$ cat src/rtl/multiplexor_display_7seg.sv
// Time-multiplexed driver for a 4-digit common-anode 7-segment display.
// BCD digits are latched once per scan frame; leading zeros can be blanked.
module multiplexor_display_7seg #(
    parameter int unsigned PRESC_MAX   = 100000,
    parameter int unsigned PRESC_BITS  = 17,
    parameter int unsigned BLANK_CEROS = 1
) (
    input  logic       clk,
    input  logic       reset,
    input  logic       habilitar,
    input  logic [3:0] millares,
    input  logic [3:0] centenas,
    input  logic [3:0] decenas,
    input  logic [3:0] unidades,
    output logic [3:0] anodos,
    output logic [6:0] segmentos,
    output logic       frame_fin
);

    localparam logic [PRESC_BITS-1:0] PRESC_LAST = PRESC_BITS'(PRESC_MAX - 1);
    localparam logic [1:0]            IDX_LAST   = 2'd3;
    localparam logic [6:0]            SEG_OFF    = 7'b1111111;
    localparam logic [6:0]            SEG_DASH   = 7'b0111111;
    localparam logic [3:0]            AN_OFF     = 4'b1111;

    logic [PRESC_BITS-1:0] presc_q, presc_d;
    logic [1:0]            idx_q, idx_d;
    logic [3:0]            sh_mil_q, sh_mil_d;
    logic [3:0]            sh_cen_q, sh_cen_d;
    logic [3:0]            sh_dec_q, sh_dec_d;
    logic [3:0]            sh_uni_q, sh_uni_d;
    logic [3:0]            anodos_q, anodos_d;
    logic [6:0]            seg_q, seg_d;
    logic                  frame_fin_q, frame_fin_d;

    logic       tick;
    logic       frame_end;
    logic       blank_mil, blank_cen, blank_dec;
    logic [3:0] digit_sel;
    logic       blank_sel;
    logic [6:0] seg_code;

    // Scan timing: prescaler, slot index and shadow latch.
    always_comb begin
        tick      = habilitar && (presc_q == PRESC_LAST);
        frame_end = tick && (idx_q == IDX_LAST);

        presc_d = presc_q;
        if (habilitar) begin
            presc_d = tick ? '0 : presc_q + 1'b1;
        end

        idx_d = tick ? idx_q + 2'd1 : idx_q;

        sh_mil_d = sh_mil_q;
        sh_cen_d = sh_cen_q;
        sh_dec_d = sh_dec_q;
        sh_uni_d = sh_uni_q;
        if (frame_end) begin
            sh_mil_d = millares;
            sh_cen_d = centenas;
            sh_dec_d = decenas;
            sh_uni_d = unidades;
        end

        frame_fin_d = frame_end;
    end

    // Blanking uses only the shadow copy so a frame is always self-consistent.
    always_comb begin
        blank_mil = (BLANK_CEROS != 0) && (sh_mil_q == 4'd0);
        blank_cen = blank_mil && (sh_cen_q == 4'd0);
        blank_dec = blank_cen && (sh_dec_q == 4'd0);

        digit_sel = sh_uni_q;
        blank_sel = 1'b0;
        case (idx_q)
            2'd0: begin digit_sel = sh_uni_q; blank_sel = 1'b0;      end
            2'd1: begin digit_sel = sh_dec_q; blank_sel = blank_dec; end
            2'd2: begin digit_sel = sh_cen_q; blank_sel = blank_cen; end
            2'd3: begin digit_sel = sh_mil_q; blank_sel = blank_mil; end
            default: begin digit_sel = sh_uni_q; blank_sel = 1'b0; end
        endcase
    end

    always_comb begin
        seg_code = SEG_DASH;
        case (digit_sel)
            4'd0: seg_code = 7'b1000000;
            4'd1: seg_code = 7'b1111001;
            4'd2: seg_code = 7'b0100100;
            4'd3: seg_code = 7'b0110000;
            4'd4: seg_code = 7'b0011001;
            4'd5: seg_code = 7'b0010010;
            4'd6: seg_code = 7'b0000010;
            4'd7: seg_code = 7'b1111000;
            4'd8: seg_code = 7'b0000000;
            4'd9: seg_code = 7'b0010000;
            default: seg_code = SEG_DASH;
        endcase
    end

    always_comb begin
        anodos_d = AN_OFF;
        seg_d    = SEG_OFF;
        if (habilitar && !blank_sel) begin
            anodos_d = ~(4'b0001 << idx_q);
            seg_d    = seg_code;
        end
    end

    always_ff @(posedge clk or posedge reset) begin
        if (reset) begin
            presc_q     <= '0;
            idx_q       <= '0;
            sh_mil_q    <= '0;
            sh_cen_q    <= '0;
            sh_dec_q    <= '0;
            sh_uni_q    <= '0;
            anodos_q    <= AN_OFF;
            seg_q       <= SEG_OFF;
            frame_fin_q <= 1'b0;
        end else begin
            presc_q     <= presc_d;
            idx_q       <= idx_d;
            sh_mil_q    <= sh_mil_d;
            sh_cen_q    <= sh_cen_d;
            sh_dec_q    <= sh_dec_d;
            sh_uni_q    <= sh_uni_d;
            anodos_q    <= anodos_d;
            seg_q       <= seg_d;
            frame_fin_q <= frame_fin_d;
        end
    end

    assign anodos    = anodos_q;
    assign segmentos = seg_q;
    assign frame_fin = frame_fin_q;

endmodule

$ cat config.mk
export PLATFORM = sky130hd
export DESIGN_NAME = multiplexor_display_7seg
export DESIGN_NICKNAME = d
export VERILOG_FILES = /design/src/rtl/multiplexor_display_7seg.sv
export SDC_FILE = /design/constraint.sdc
export NUM_CORES = 1
export LEC_CHECK = 0
export BUFFER_PORTS_ARGS = -buffer_cell sky130_fd_sc_hd__clkbuf_2
export CAP_MARGIN = 20
export CORE_MARGIN = 1.5
export CORE_UTILIZATION = 30
export CTS_BUF_LIST = sky130_fd_sc_hd__clkbuf_8
export DETAILED_ROUTE_END_ITERATION = 7
export PLACE_DENSITY_LB_ADDON = 0.12
export SLEW_MARGIN = 0
export SYNTH_ARGS = -nofsm -noshare
export SYNTH_HDL_FRONTEND = slang
export SYNTH_SLANG_ARGS = --single-unit
$ cat constraint.sdc
create_clock -name clk -period 3.7 [get_ports clk]
set_input_delay 0.37 -clock clk [delete_from_list [all_inputs] [get_ports clk]]
set_output_delay 0.37 -clock clk [all_outputs]
set_load 0.02 [all_outputs]
==> results.ini <==
[outcome]
outcome = finished, final reports clean

[clock_network]
cts.sinks = 47
clk_root_buffer_cell = clkbuf_8
cts_post_setup_buffers_inserted = 0
clock_latency_ps = 310
clock_path_buffers = 2
cts_buffers = 5
htree_levels = 2
clk_pin_slew_ps = 90
cts_tree = built

[pwr]
leakagePower_nw = 1.23
p_total_mw = 1.01
power_frac_seq = 0.582
max-vdd-ir-drop_mv = 0.150
p_clk_frac = 0.327
power_density_nw_per_um2 = 383
combinationalPowerShare = 0.091
switching_power_mw = 0.270
p_int_mw = 0.743
swShare = 0.266

[global_route]
grt.total_usage = 0.126
antenna_found_initial = 0
grt_pass1_wl_mm = 8.02
grt_max_degree = 48
grt_pass1_vias = 1555
grt-ovfl-total = 0

[die]
ioPinCount = 31
rows = 31
fp.dieH_um = 90.0
start_util = 0.311
core-area_um2 = 7290
die_w_um = 90.0
dieArea_um2 = 8090

[synth]
post_synth.cell_area_avg_um2 = 11.8
syn_inst = 193
syn_area_um2 = 2270
synth_edf_count = 0
synthTopCellsByCount = 36 x dfrtp_1, 15 x nand2_1, 15 x nor2_1, 14 x inv_1, 11 x dfstp_2
yosysTopAreaCellShare = 0.397
synth_seq_cells = 47
synth.distinct_cells = 39
synth_fp_nets = 221
synth_warnings = 0
ys_seq_area_frac = 0.525
ys.flop_type = dfrtp_1
async_flop_share = 1.00
yosysTopAreaCell = dfrtp_1
synthMostInstantiatedCell = dfrtp_1
ys_top_cells_by_area = dfrtp_1 40%, dfstp_2 13%, mux2_4 6.0%

[layout]
finalInstanceArea_um2 = 2650
fin_util = 0.363
syn_to_final_growth_pct = 16.7
diodes = 0
layout.nets = 257
drive_gt1_frac = 0.326

[sta]
rsz0062_at_grt = false
post-route-period-util = 0.576
post-route-min-period_ps = 2130
hold_viol_final = 0
setup_tns_ps = 0
worst_pin_slew_ps = 732
max_freq_mhz = 469
finalSetupViolCount = 0
skew_ps = 10.2
final_max_slew_viol_count = 0
relSlewSlack = 0.508

[worst_setup_path]
worst_setup_path_end_kind = flop
critPathKind = reg -> reg
slowest_stage = mux2i_1
start_kind = flop
r2r_cells = 7
critPathMaxStageDelay_ps = 490
r2r_setup_slack_ps = 1570
cp.arrival_ps = 2350
path_max_fanout = 8
reg2reg_to = segmentos[1]
cp_cell_sequence = inv_1 -> ha_1 -> mux2i_1 -> inv_1 -> ha_1 -> o22ai_1 -> nand2_1
crit_required_ps = 3920
worstReg2RegStart = idx_q[0]

[route]
wire_per_inst_um = 13.9
drtPass1Iterations = 5
route.detailed.drc = 0
vias_per_cell = 4.56
wl_mm = 4.58
drt_iter0_drc = 105
drt.antenna.violating_nets = 0
route.vias.total = 1501

[place]
hpwl_mm = 3.23
gp_congestion = 0.767
portBuffers = 30
place_area_um2 = 2530

[worst_hold_path]
hold-path-endpoint = sh_dec_q[3]
min_path_type = in -> reg
min_path_cells = 2
holdCritStartpoint = decenas[3]

[job]
drv_cap = 0

==> how the worst max path moves through the flow <==
stage	from	end	slack, ps	cells past startpoint
4_1_cts	idx_q[0]	segmentos[1]	1560	7
3_3_place_gp	idx_q[0]	segmentos[1]	1610	7
2_1_floorplan	idx_q[0]	segmentos[1]	1700	8
6_report	idx_q[0]	segmentos[1]	1570	7
3_5_place_dp	idx_q[0]	segmentos[1]	1600	7
5_1_grt	idx_q[0]	segmentos[5]	1350	7
==> cells by family (layout without fill, tap and decap cells) <==
kind of cell | Yosys count | count (layout) | share of synthesized area
xor+xnor | 14 | 14 | 0.0541
mux | 22 | 22 | 0.122
simple gates | 58 | 58 | 0.141
buf+inv | 19 | 56 | 0.0370
compound gates | 24 | 24 | 0.0717
fa+ha+maj | 9 | 9 | 0.0496
flops | 47 | 47 | 0.525
==> power groups by stage <==
| stage | clock network (mW) | registers (mW) | logic (mW) |
|---|---|---|---|
| 3_5_place_dp | 0 | 0.598 | 0.0895 |
| 5_1_grt | 0.364 | 0.595 | 0.106 |
| 4_1_cts | 0.341 | 0.589 | 0.0916 |
| 6_report | 0.331 | 0.589 | 0.0924 |
| 2_1_floorplan | 0 | 0.586 | 0.0687 |
| 3_3_place_gp | 0 | 0.599 | 0.0896 |
==> cell usage in the layout, fill, tap and decap left out, types with 4 or more instances in the layout <==
cell,count
mux2_4,9
xnor2_1,8
xor2_1,6
mux2_2,10
o21ai_0,6
clkbuf_8,6
nand2_1,15
dfstp_2,11
a21oi_1,4
nand3_1,4
inv_1,14
dfrtp_1,36
ha_1,9
nand4_1,6
nor2_1,15
clkbuf_2,30
==> flip-flops by register name (all words and copies together) (netlist names) <==
name,cells
sh_uni_q,4
idx_q,2
anodos,4
presc_q,17
sh_dec_q,4
frame_fin,1
sh_cen_q,4
segmentos,7
sh_mil_q,4
==> final cells by class <==
| type | instances | area (µm²) |
|---|---|---|
| well taps | 99 | 124 |
| fillers | 765 | 4640 |
| multi-input cells | 127 | 995 |
| repair buffers | 34 | 195 |
| inverters | 14 | 52.6 |
| flip-flops and latches | 47 | 1190 |
| clock buffers | 6 | 82.6 |
| clock inverters | 2 | 8.76 |
==> worst max-delay path: cells and delay by family (launching register included) <==
kind                     cells  cell delay [ps]
AO/OA/AOI/OAI                1              170
adder cells (fa/ha/maj)      2              690
buffers and inverters        2              230
flip-flops                   1              410
multiplexers                 1              490
AND/OR/NAND/NOR              1               70
==> layer usage <==
metal  up-vias  GRT usage  share of wire
li1        741          -              -
met2        33      0.171           0.41
met1       722      0.187           0.53
met4         0     0.0476          0.015
met3         5     0.0355          0.044
met5         -          0              0
==> stage by stage <==
| step | std cells | worst slack (ps) | hold WS (ps) |
|---|---|---|---|
| final | 329 | 1570 | 288 |
| after global routing | 329 | 1350 | 270 |
| after CTS | 327 | 1560 | 281 |
| after detailed placement | 319 | 1600 | 509 |
| after global placement | 319 | 1610 | 502 |
| after floorplan | 193 | 1700 | 477 |
==> repair_timing <==
item	in CTS	in global routing
gates resized for setup	0	0
setup endpoints to repair	0	0
hold buffers	0	1
endpoints found under the hold margin	0	9
Note: power is estimated with default switching activity, not from simulation.
